==> config.mk <==
export PLATFORM = sky130hd
export DESIGN_NAME = dmem_access_ctrl_flat
export DESIGN_NICKNAME = d
export VERILOG_FILES = /design/src/rtl/dmem_access_ctrl_if.sv /design/src/rtl/dmem_access_ctrl.sv /design/src/flat_wrapper.sv
export SDC_FILE = /design/constraint.sdc
export NUM_CORES = 1
export LEC_CHECK = 0
export ABC_AREA = 1
export ABC_CLOCK_PERIOD_IN_PS = 1600
export BUFFER_PORTS_ARGS = -buffer_cell sky130_fd_sc_hd__clkbuf_2
export CAP_MARGIN = 5
export CORE_MARGIN = 3
export CORE_UTILIZATION = 40
export CTS_CLUSTER_DIAMETER = 40
export DETAILED_ROUTE_END_ITERATION = 10
export HOLD_SLACK_MARGIN = 0.12
export PLACE_DENSITY = 0.74
export SYNTH_ARGS = -nofsm -noshare
export SYNTH_HDL_FRONTEND = slang
export SYNTH_SLANG_ARGS = --single-unit
==> constraint.sdc <==
create_clock -name clk -period 1.6 [get_ports clk]
set_input_delay 0.24 -clock clk [delete_from_list [all_inputs] [get_ports clk]]
set_output_delay 0.24 -clock clk [all_outputs]
set_load 0.05 [all_outputs]
==> src/rtl/dmem_access_ctrl_if.sv <==
// dmem_access_ctrl_if: pipeline request/response and data_mem strobe bundle for dmem_access_ctrl
interface dmem_access_ctrl_if;
  logic        req_valid;
  logic        req_write;
  logic [31:0] req_addr;
  logic [31:0] req_wdata;
  logic [1:0]  req_size;
  logic [3:0]  req_sign_mask;
  logic        stall;
  logic        resp_valid;
  logic [31:0] resp_rdata;
  logic        fault;
  logic [31:0] mem_addr;
  logic [31:0] mem_write_data;
  logic [3:0]  mem_sign_mask;
  logic        mem_memread;
  logic        mem_memwrite;
  logic [31:0] mem_read_data;
  modport master (
    output req_valid, req_write, req_addr, req_wdata, req_size, req_sign_mask, mem_read_data,
    input  stall, resp_valid, resp_rdata, fault, mem_addr, mem_write_data, mem_sign_mask,
           mem_memread, mem_memwrite
  );
  modport slave (
    input  req_valid, req_write, req_addr, req_wdata, req_size, req_sign_mask, mem_read_data,
    output stall, resp_valid, resp_rdata, fault, mem_addr, mem_write_data, mem_sign_mask,
           mem_memread, mem_memwrite
  );
endinterface

==> src/rtl/dmem_access_ctrl.sv <==
// dmem_access_ctrl: sequences one-cycle data_mem strobes for held MEM-stage requests and stalls until done.
// Optional access checking enabled by defining DMEM_ACCESS_CTRL_FAULT_CHECK_EN.
module dmem_access_ctrl #(
  parameter logic [31:0] DMEM_BASE  = 32'h0000_1000,
  parameter logic [31:0] DMEM_BYTES = 32'd4096,
  parameter logic [31:0] LED_ADDR   = 32'h0000_2000,
  parameter int          READ_WAIT  = 1
) (
  input logic clk,
  input logic rst,
  dmem_access_ctrl_if.slave bus
);
  typedef enum logic [1:0] {IDLE, ISSUE, WAIT, DONE} state_t;
  localparam int CW = $clog2(READ_WAIT) + 1;
  state_t r_state, w_next;
  logic [31:0] r_addr, r_wdata, r_rdata;
  logic [3:0] r_mask;
  logic [CW-1:0] r_cnt;
  logic r_write, w_rej, w_accept;
  assign w_accept = r_state == IDLE && bus.req_valid;
`ifdef DMEM_ACCESS_CTRL_FAULT_CHECK_EN
  logic [31:0] w_off;
  logic w_mis, w_in, w_led, r_rej;
  assign w_off = bus.req_addr - DMEM_BASE;
  assign w_in = w_off < DMEM_BYTES;
  assign w_mis = bus.req_size == 2'b01 ? bus.req_addr[0] : bus.req_size[1] & |bus.req_addr[1:0];
  assign w_led = bus.req_write && bus.req_addr == LED_ADDR;
  assign w_rej = w_mis | (!w_in & !w_led);
  always_ff @(posedge clk) begin
    if (rst) r_rej <= 1'b0;
    else if (w_accept) r_rej <= w_rej;
  end
  assign bus.fault = r_state == DONE && r_rej;
`else
  logic w_unused;
  assign w_unused = &{1'b0, bus.req_size};
  assign w_rej = 1'b0;
  assign bus.fault = 1'b0;
`endif
  always_ff @(posedge clk) r_state <= rst ? IDLE : w_next;
  always_comb begin
    w_next = r_state;
    bus.stall = 1'b1;
    case (r_state)
      IDLE: begin
        bus.stall = bus.req_valid;
        w_next = !bus.req_valid ? IDLE : w_rej ? DONE : ISSUE;
      end
      ISSUE: w_next = r_write ? DONE : WAIT;
      WAIT: w_next = r_cnt == '0 ? DONE : WAIT;
      DONE: begin
        bus.stall = 1'b0;
        w_next = IDLE;
      end
      default: w_next = IDLE;
    endcase
  end
  always_ff @(posedge clk) begin
    if (rst) begin
      r_addr <= '0;
      r_wdata <= '0;
      r_mask <= '0;
      r_write <= 1'b0;
      r_cnt <= '0;
      r_rdata <= '0;
    end else begin
      if (w_accept) begin
        r_addr <= bus.req_addr;
        r_wdata <= bus.req_wdata;
        r_mask <= bus.req_sign_mask;
        r_write <= bus.req_write;
        if (w_rej) r_rdata <= '0;
      end
      if (r_state == ISSUE) r_cnt <= CW'(READ_WAIT - 1);
      if (r_state == WAIT) begin
        if (r_cnt == '0) r_rdata <= bus.mem_read_data;
        else r_cnt <= r_cnt - 1'b1;
      end
    end
  end
  assign bus.mem_addr = r_addr;
  assign bus.mem_write_data = r_wdata;
  assign bus.mem_sign_mask = r_mask;
  assign bus.mem_memread = r_state == ISSUE && !r_write && !rst;
  assign bus.mem_memwrite = r_state == ISSUE && r_write && !rst;
  assign bus.resp_valid = r_state == DONE;
  assign bus.resp_rdata = r_rdata;
endmodule
==> src/flat_wrapper.sv <==
// flat-port wrapper written by rule: the top's interface ports become plain ports
module dmem_access_ctrl_flat 
#(
  parameter logic [31:0] DMEM_BASE  = 32'h0000_1000,
  parameter logic [31:0] DMEM_BYTES = 32'd4096,
  parameter logic [31:0] LED_ADDR   = 32'h0000_2000,
  parameter int          READ_WAIT  = 1
)
  (clk, rst, bus_req_valid, bus_req_write, bus_req_addr, bus_req_wdata, bus_req_size, bus_req_sign_mask, bus_mem_read_data, bus_stall, bus_resp_valid, bus_resp_rdata, bus_fault, bus_mem_addr, bus_mem_write_data, bus_mem_sign_mask, bus_mem_memread, bus_mem_memwrite);
  dmem_access_ctrl_if bus_i ();
  input logic clk;
  input logic rst;
  input wire logic [$bits(bus_i.req_valid)-1:0] bus_req_valid;
  input wire logic [$bits(bus_i.req_write)-1:0] bus_req_write;
  input wire logic [$bits(bus_i.req_addr)-1:0] bus_req_addr;
  input wire logic [$bits(bus_i.req_wdata)-1:0] bus_req_wdata;
  input wire logic [$bits(bus_i.req_size)-1:0] bus_req_size;
  input wire logic [$bits(bus_i.req_sign_mask)-1:0] bus_req_sign_mask;
  input wire logic [$bits(bus_i.mem_read_data)-1:0] bus_mem_read_data;
  output wire logic [$bits(bus_i.stall)-1:0] bus_stall;
  output wire logic [$bits(bus_i.resp_valid)-1:0] bus_resp_valid;
  output wire logic [$bits(bus_i.resp_rdata)-1:0] bus_resp_rdata;
  output wire logic [$bits(bus_i.fault)-1:0] bus_fault;
  output wire logic [$bits(bus_i.mem_addr)-1:0] bus_mem_addr;
  output wire logic [$bits(bus_i.mem_write_data)-1:0] bus_mem_write_data;
  output wire logic [$bits(bus_i.mem_sign_mask)-1:0] bus_mem_sign_mask;
  output wire logic [$bits(bus_i.mem_memread)-1:0] bus_mem_memread;
  output wire logic [$bits(bus_i.mem_memwrite)-1:0] bus_mem_memwrite;
  assign bus_i.req_valid = bus_req_valid;
  assign bus_i.req_write = bus_req_write;
  assign bus_i.req_addr = bus_req_addr;
  assign bus_i.req_wdata = bus_req_wdata;
  assign bus_i.req_size = bus_req_size;
  assign bus_i.req_sign_mask = bus_req_sign_mask;
  assign bus_i.mem_read_data = bus_mem_read_data;
  assign bus_stall = bus_i.stall;
  assign bus_resp_valid = bus_i.resp_valid;
  assign bus_resp_rdata = bus_i.resp_rdata;
  assign bus_fault = bus_i.fault;
  assign bus_mem_addr = bus_i.mem_addr;
  assign bus_mem_write_data = bus_i.mem_write_data;
  assign bus_mem_sign_mask = bus_i.mem_sign_mask;
  assign bus_mem_memread = bus_i.mem_memread;
  assign bus_mem_memwrite = bus_i.mem_memwrite;
  dmem_access_ctrl #(.DMEM_BASE(DMEM_BASE), .DMEM_BYTES(DMEM_BYTES), .LED_ADDR(LED_ADDR), .READ_WAIT(READ_WAIT)) u_core (.clk(clk), .rst(rst), .bus(bus_i));
endmodule
==> impl_metrics.sql, run 1 <==
INSERT INTO impl_metrics (metric_group, metric, value, unit) VALUES
('run_status', 'run_status', 'complete, no violations', ''),
('sta', 'timing.hold.ws', '0.133', 'ns'),
('worst_setup_path', 'cpPeakStageDelay', '0.53', 'ns'),
('placed_design', 'place_inst', '753', ''),
('clocking', 'clock_insertion_delay_at_the_later_pin_of_the_skew_report', '0.35', 'ns'),
('die', 'core.rowCount', '34', ''),
('pwr', 'internal_power', '3.94', 'mW'),
('worst_setup_path', 'timing.critical_path.to_type', 'primary output', ''),
('detailed_routing', 'detailedRoute.firstPassIterationCount', '4', ''),
('pwr', 'comb_power_frac', '0.304', ''),
('layout', 'final_layout_size_suffix_gt1_frac', '0.323', ''),
('synthesis', 'synth_area', '3640', 'um^2'),
('die', 'i_o_pins', '211', ''),
('clocking', 'postCtsSetupRepairBufs', '0', ''),
('synthesis', 'ys_seq_area_frac', '0.572', ''),
('worst_setup_path', 'worst_r2r_end', 'u_core.bus.mem_addr[7]$_SDFFE_PP0P_', ''),
('worst_setup_path', 'critPathRequiredTime', '1.36', 'ns'),
('worst_setup_path', 'critical_path_startpoint_category', 'input port', ''),
('worst_setup_path', 'timing.critical_path.cells', 'dlygate4sd3_1, buf_4, nor3b_4, buf_8', ''),
('grt', 'first_pass_grt_wire_length', '17400', 'um'),
('worst_setup_path', 'timing_worst_setup_path_type', 'input port to primary output', ''),
('sta', 'final.setup.worst_slack', '0.0370', 'ns'),
('pwr', 'power.clock.fraction', '0.227', ''),
('synthesis', 'synth_warnings', '0', ''),
('grt', 'first_global_vias', '3787', ''),
('die', 'die_w', '101', 'um'),
('run', 'max-cap-violations', '0', ''),
('placed_design', 'portBuffers', '207', ''),
('synthesis', 'syn_area_per_cell', '7.87', 'um^2'),
('placed_design', 'place.detailed.hpwl', '6900', 'um'),
('die', 'die_height', '101', 'um'),
('grt', 'grt_max_degree', '104', ''),
('clocking', 'ctsHtreeMaxLevel', '3', ''),
('placed_design', 'gp_congestion', '0.742', ''),
('sta', 'min_period', '1.56', 'ns'),
('layout', 'finish.net_count', '850', ''),
('grt', 'grt.overflow.total', '0', ''),
('detailed_routing', 'final_antenna_net_count', '0', ''),
('sta', 'finalSetupTns', '0', 'ns'),
('min_path', 'hp-class', 'input port to flop', ''),
('placed_design', 'placement.setup.worst_slack', '0.179', 'ns'),
('worst_setup_path', 'rrSetupSlack', '0.21', 'ns'),
('synthesis', 'synthesis.instances', '463', ''),
('clocking', 'path_clk_slew', '0.10', 'ns'),
('placed_design', 'detailed_place.area', '4760', 'um^2'),
('synthesis', 'post_synthesis_net_count', '573', ''),
('layout', 'final-instance-count-excl-fill', '851', ''),
('pwr', 'worst_ir_drop_vdd', '0.000670', 'V'),
('clocking', 'clkSinkCount', '104', ''),
('layout', 'antenna-diode-count', '0', ''),
('die', 'floorplan.core_area', '8760', 'um^2'),
('detailed_routing', 'wirelength', '11300', 'um'),
('min_path', 'worstHoldPathCells', '3', ''),
('worst_setup_path', 'worstReg2RegStart', 'u_core.r_state[0]$_SDFF_PP0_', ''),
('grt', 'number_of_antenna_violations_at_the_first_check_in_global_routing', '0', ''),
('worst_setup_path', 'worst-path-max-fanout', '4', ''),
('layout', 'final_design_area_no_fill', '5850', 'um^2'),
('grt', 'groute.usage.overall', '0.210', ''),
('clocking', 'tritoncts_clock_tree', 'built', ''),
('detailed_routing', 'route.detailed.vias_per_inst', '4.68', ''),
('layout', 'seqCellArea', '2090', 'um^2'),
('clocking', 'cts_inserted_buffers', '9', ''),
('worst_setup_path', 'cp-startpoint', 'rst', ''),
('synthesis', 'synth.lib_cells_used.distinct', '17', ''),
('clocking', 'max_buffers_root_to_sink', '2', ''),
('pwr', 'fin_total_pwr', '6.19', 'mW'),
('detailed_routing', 'drcViolationCount', '0', ''),
('sta', 'finalSetupViolations', '0', ''),
('sta', 'slew_violations', '0', ''),
('min_path', 'hold_path_end', 'u_core.bus.resp_rdata[14]$_SDFFE_PP0P_', ''),
('pwr', 'netSwitchingPower', '2.25', 'mW');
kinds of logic (layout without fill, tap and decap cells):
logic type	Yosys count	in the layout	share of synthesized area
AOI/OAI and AO/OA	103	103	0.142
adders and majority gates	4	4	0.0137
buffers and inverters	40	320	0.0515
DFF	104	104	0.572
other	1	1	0.00103
and+or+nand+nor	211	211	0.221
critical path, delay by kind of cell:
family                 cells  cell delay (ns)
buffers and inverters      3             0.87
and+or+nand+nor            1             0.20
Yosys cell counts:
master                     number  share of area
sky130_fd_sc_hd__buf_4          1         0.0021
sky130_fd_sc_hd__o21ai_0        1         0.0014
sky130_fd_sc_hd__ha_1           4          0.014
sky130_fd_sc_hd__buf_6          2         0.0062
sky130_fd_sc_hd__nor4_1         1         0.0017
sky130_fd_sc_hd__nand2_2        2         0.0034
sky130_fd_sc_hd__dfxtp_1      104           0.57
sky130_fd_sc_hd__conb_1         1         0.0010
sky130_fd_sc_hd__buf_2         15          0.021
sky130_fd_sc_hd__a21oi_1      102           0.14
sky130_fd_sc_hd__nand2_1      205           0.21
sky130_fd_sc_hd__nor3b_1        1         0.0021
sky130_fd_sc_hd__inv_1          6         0.0062
sky130_fd_sc_hd__inv_2          1         0.0010
sky130_fd_sc_hd__nor2_1         2         0.0021
sky130_fd_sc_hd__clkbuf_1      11          0.011
sky130_fd_sc_hd__buf_1          4         0.0041
worst max-delay path by stage:
stage	to	slack (ns)	cells past startpoint
2_1_floorplan	bus_stall	-0.13	2
3_3_place_gp	bus_stall	0.25	5
3_5_place_dp	u_core.bus.mem_addr[22]$_SDFFE_PP0P_	0.18	7
4_1_cts	bus_mem_memwrite	-0.0008	5
5_1_grt	bus_stall	-0.01	3
6_report	bus_mem_memread	0.04	4
what timing repair did:
| action | 4_1_cts | 5_1_grt |
|---|---|---|
| hold endpoints to repair | 82 | 2 |
| hold buffers | 82 | 2 |
| resized for setup | 14 | 10 |
| pin swaps | 1 | 2 |
| cloned | 0 | 0 |
| endpoints found under the setup margin | 3 | 3 |
cells in the final DEF (no fill, tap or decap), drive strengths merged:
master,Yosys,final
a21oi,102,102
buf,22,12
clkbuf,11,213
clkinv,0,1
clkinvlp,0,2
conb,1,1
dfxtp,104,104
dlygate4sd3,0,84
ha,4,4
inv,7,8
nand2,207,207
nor2,2,2
nor3b,1,1
nor4,1,1
o21ai,1,1
sequential cells by signal, indices dropped and copies added (netlist names):
register                   flops
u_core.bus.mem_sign_mask       4
u_core.r_write                 1
u_core.bus.mem_write_data     32
u_core.bus.resp_rdata         32
u_core.r_cnt                   1
u_core.r_state                 2
u_core.bus.mem_addr           32
cell type report:
class / count / area share
repair buffers: 299 / 0.343
well taps: 108 / 0.0231
flip-flops and latches: 104 / 0.357
inverters: 7 / 0.00492
clock buffers: 10 / 0.0218
multi-input cells: 319 / 0.244
clock inverters: 4 / 0.00557
power by group through the flow:
| stage | clock network [mW] | registers, mW | logic [mW] |
|---|---|---|---|
| 2_1_floorplan | 0 | 3.63 | 0.524 |
| 4_1_cts | 1.45 | 2.90 | 1.84 |
| 3_5_place_dp | 0 | 2.96 | 1.66 |
| 3_3_place_gp | 0 | 2.94 | 1.63 |
| 5_1_grt | 1.57 | 2.93 | 2.01 |
| 6_report | 1.40 | 2.91 | 1.88 |
routing by layer:
| metal | global-route usage | vias up | part of all wire |
|---|---|---|---|
| met5 | 0 | - | 0 |
| met4 | 0.0757 | 0 | 0.023 |
| met2 | 0.385 | 155 | 0.52 |
| met3 | 0.0530 | 24 | 0.073 |
| met1 | 0.234 | 1783 | 0.38 |
| li1 | - | 2019 | - |
No activity file was read; power rests on OpenSTA's default activity.
==> run 2: changes to the inputs <==
--- a/config.mk
+++ b/config.mk
@@ -5,7 +5,7 @@
 export SDC_FILE = /design/constraint.sdc
 export NUM_CORES = 1
 export LEC_CHECK = 0
-export ABC_AREA = 1
+export ABC_AREA = 0
 export ABC_CLOCK_PERIOD_IN_PS = 1600
 export BUFFER_PORTS_ARGS = -buffer_cell sky130_fd_sc_hd__clkbuf_2
 export CAP_MARGIN = 5
==> impl_metrics.sql, run 2 <==
INSERT INTO impl_metrics (metric_group, metric, value, unit) VALUES
('run_status', 'run_status', 'complete, no violations', ''),
('detailed_routing', 'route.vias.total', '4140', ''),
('synthesis', 'synth_area', '3660', 'um^2'),
('grt', 'number_of_antenna_violations_at_the_first_check_in_global_routing', '0', ''),
('synthesis', 'yosysMostFrequentCell', 'sky130_fd_sc_hd__nand2_1', ''),
('layout', 'antenna-diode-count', '0', ''),
('layout', 'fillerInstances', '665', ''),
('detailed_routing', 'wirelength', '12100', 'um'),
('placed_design', 'place.detailed.hpwl', '7380', 'um'),
('worst_setup_path', 'cpPeakStageDelay', '0.35', 'ns'),
('pwr', 'internal_power', '4.93', 'mW'),
('sta', 'maxClockFrequency', '657', 'MHz'),
('sta', 'finalClockSkew', '0.00855', 'ns'),
('layout', 'final_design_area_no_fill', '6050', 'um^2'),
('synthesis', 'synth_enable_flop_cells', '0', ''),
('sta', 'final.period_utilization', '0.951', ''),
('worst_setup_path', 'timing_worst_setup_path_type', 'flop to primary output', ''),
('clocking', 'cts.root.buffer_cell', 'sky130_fd_sc_hd__clkbuf_8', ''),
('min_path', 'hp-class', 'input port to flop', ''),
('detailed_routing', 'route.detailed.vias_per_inst', '4.78', ''),
('placed_design', 'portBuffers', '207', ''),
('pwr', 'power.clock.fraction', '0.182', ''),
('synthesis', 'syn_area_per_cell', '7.93', 'um^2'),
('sta', 'timing.hold.ws', '0.147', 'ns'),
('sta', 'finalSetupTns', '0', 'ns'),
('worst_setup_path', 'worst-path-max-fanout', '3', ''),
('worst_setup_path', 'cp_data_arrival_time', '1.28', 'ns'),
('clocking', 'ctsHtreeMaxLevel', '3', ''),
('pwr', 'p_leak', '2.76', 'nW'),
('detailed_routing', 'wire_length_per_cell_after_detailed_routing', '13.9', 'um'),
('synthesis', 'synth_area_leaders', 'sky130_fd_sc_hd__dfxtp_1 57%, sky130_fd_sc_hd__nand2_1 21%, sky130_fd_sc_hd__a21oi_1 14%', ''),
('sta', 'final.setup.worst_slack', '0.0786', 'ns'),
('synthesis', 'asyncSetResetFlopFracSynth', '0', ''),
('layout', 'syn2layout_area_growth', '65.6', '%'),
('sta', 'worst_slew_pin_slew', '0.566', 'ns'),
('grt', 'first_pass_grt_wire_length', '18500', 'um'),
('placed_design', 'placement.setup.worst_slack', '0.142', 'ns'),
('die', 'core.rowCount', '34', ''),
('layout', 'final_cell_mix', '203 x sky130_fd_sc_hd__clkbuf_2, 202 x sky130_fd_sc_hd__nand2_1, 102 x sky130_fd_sc_hd__dfxtp_1, 101 x sky130_fd_sc_hd__a21oi_1, 98 x sky130_fd_sc_hd__dlygate4sd3_1', ''),
('die', 'die_height', '102', 'um'),
('worst_setup_path', 'crit_buf_inv', '2', ''),
('layout', 'finalCoreUtilization', '0.688', ''),
('sta', 'finalSetupViolations', '0', ''),
('worst_setup_path', 'critPathRequiredTime', '1.36', 'ns'),
('worst_setup_path', 'cpLargestDelayFamily', 'flip-flops', ''),
('die', 'floorplan.die_area', '10300', 'um^2'),
('clocking', 'tritoncts_clock_tree', 'built', ''),
('sta', 'slew_violations', '0', ''),
('die', 'floorplan.core_area', '8810', 'um^2'),
('worst_setup_path', 'critical_path_startpoint_category', 'flop', ''),
('placed_design', 'gp_congestion', '0.760', ''),
('grt', 'grt_max_degree', '55', ''),
('layout', 'final_layout_size_suffix_gt1_frac', '0.323', ''),
('pwr', 'netSwitchingPower', '3.90', 'mW'),
('clocking', 'clock_insertion_delay_at_the_later_pin_of_the_skew_report', '0.35', 'ns'),
('clocking', 'path_clk_slew', '0.10', 'ns'),
('pwr', 'fin_total_pwr', '8.83', 'mW'),
('die', 'initial_core_util', '0.415', ''),
('grt', 'first_global_vias', '3984', ''),
('synthesis', 'synthDominantAreaCellType', 'sky130_fd_sc_hd__dfxtp_1', ''),
('placed_design', 'detailed_place.area', '4790', 'um^2'),
('layout', 'finish.net_count', '864', ''),
('die', 'i_o_pins', '211', ''),
('synthesis', 'synth.lib_cells_used.distinct', '20', ''),
('worst_setup_path', 'timing.critical_path.cells', 'inv_4, ha_4, nor3b_2, clkbuf_8', ''),
('pwr', 'pwr_density_cell', '1460', 'nW/um^2'),
('synthesis', 'ys_seq_area_frac', '0.569', ''),
('synthesis', 'synth_warnings', '0', ''),
('detailed_routing', 'detailedRoute.firstPassIterationCount', '6', ''),
('run', 'max-cap-violations', '0', ''),
('pwr', 'worst_ir_drop_vdd', '0.000808', 'V'),
('sta', 'max_slew_headroom', '0.622', ''),
('die', 'die_w', '102', 'um'),
('detailed_routing', 'detail_route.iter0.violations', '103', ''),
('placed_design', 'place_inst', '750', ''),
('sta', 'min_period', '1.52', 'ns'),
('synthesis', 'portion_of_synthesized_cell_area_occupied_by_the_leading_cell_type', '0.569', ''),
('synthesis', 'most_numerous_cell_types_in_the_synthesized_netlist', '203 x sky130_fd_sc_hd__nand2_1, 104 x sky130_fd_sc_hd__dfxtp_1, 101 x sky130_fd_sc_hd__a21oi_1', ''),
('clocking', 'cts_inserted_buffers', '9', ''),
('layout', 'mostFrequentLayoutCell', 'sky130_fd_sc_hd__clkbuf_2', ''),
('worst_setup_path', 'timing.critical_path.to_type', 'primary output', ''),
('grt', 'groute.usage.overall', '0.224', ''),
('grt', 'grt.overflow.total', '0', ''),
('synthesis', 'yosys_register_bits', '104', ''),
('synthesis', 'synthesis.instances', '461', ''),
('pwr', 'power.switching_fraction', '0.442', ''),
('synthesis', 'post_synthesis_net_count', '571', ''),
('detailed_routing', 'drcViolationCount', '0', ''),
('detailed_routing', 'final_antenna_net_count', '0', ''),
('layout', 'final-instance-count-excl-fill', '867', ''),
('worst_setup_path', 'cp_slowest_cell', 'sky130_fd_sc_hd__dfxtp_2', ''),
('sta', 'hold_viol', '0', ''),
('clocking', 'max_buffers_root_to_sink', '2', ''),
('sta', 'grt_setup_unrepaired', 'false', ''),
('clocking', 'clkSinkCount', '104', ''),
('synthesis', 'synth-main-ff-cell', 'sky130_fd_sc_hd__dfxtp_1', ''),
('pwr', 'share_seq_of_total_power', '0.370', ''),
('pwr', 'comb_power_frac', '0.447', '');
## run 2: final timing paths
kind / startpoint / end / slack (ns) / cells past startpoint
min: bus_mem_read_data[8] / u_core.bus.resp_rdata[8]$_SDFFE_PP0P_ / 0.15 / 3
min reg2reg: u_core.bus.mem_addr[15]$_SDFFE_PP0P_ / u_core.bus.mem_addr[15]$_SDFFE_PP0P_ / 0.46 / 2
max reg2reg: u_core.r_state[1]$_SDFF_PP0_ / u_core.bus.resp_rdata[8]$_SDFFE_PP0P_ / 0.19 / 6
max: u_core.r_state[1]$_SDFF_PP0_ / bus_mem_memread / 0.08 / 4
## run 2: layer usage
metal	up-vias	global-route usage	routed length (um)	part of all wire
met2	166	0.404	6080	0.50
met5	-	0	0	0
met3	29	0.0620	961	0.080
met4	0	0.0930	312	0.026
li1	2052	-	-	-
met1	1893	0.246	4710	0.39
## run 2: timing repair
action,in CTS,in global routing
hold buffers,98,0
setup endpoints to repair,3,3
resized for setup,13,6
endpoints found under the hold margin,98,0
setup buffers,2,1
pin swaps,0,1
## run 2: power groups by stage
| stage | Sequential, mW | Clock (mW) | Combinational [mW] |
|---|---|---|---|
| CTS | 3.25 | 1.67 | 3.86 |
| floorplan | 4.70 | 0 | 1.24 |
| detailed placement | 3.30 | 0 | 3.57 |
| finish | 3.27 | 1.61 | 3.95 |
| global route | 3.32 | 1.77 | 4.22 |
| global placement | 3.27 | 0 | 3.50 |
## run 2: area by class of cell
| type | instances | area [um^2] | share of cell area |
|---|---|---|---|
| well taps | 108 | 135 | 0.0223 |
| multi-input cells | 320 | 1440 | 0.238 |
| clock inverters | 6 | 67.6 | 0.0112 |
| inverters | 2 | 10.0 | 0.00165 |
| flip-flops and latches | 104 | 2090 | 0.345 |
| repair buffers | 317 | 2190 | 0.361 |
| clock buffers | 10 | 128 | 0.0211 |
## run 2: kinds of logic (layout without fill, tap and decap cells)
family	after synthesis	count (layout)	synth area share
buffers and inverters	37	335	0.0489
other	1	1	0.00103
and+or+nand+nor	212	212	0.225
DFF	104	104	0.569
adders and majority gates	4	4	0.0137
AOI/OAI and AO/OA	103	103	0.142
## run 2: worst register-to-register path: cells and delay by family (launching register included)
family	cells	cell delay (ns)
DFF	1	0.37
buffers and inverters	2	0.32
and+or+nand+nor	2	0.32
adders and majority gates	1	0.17
AOI/OAI and AO/OA	1	0.14
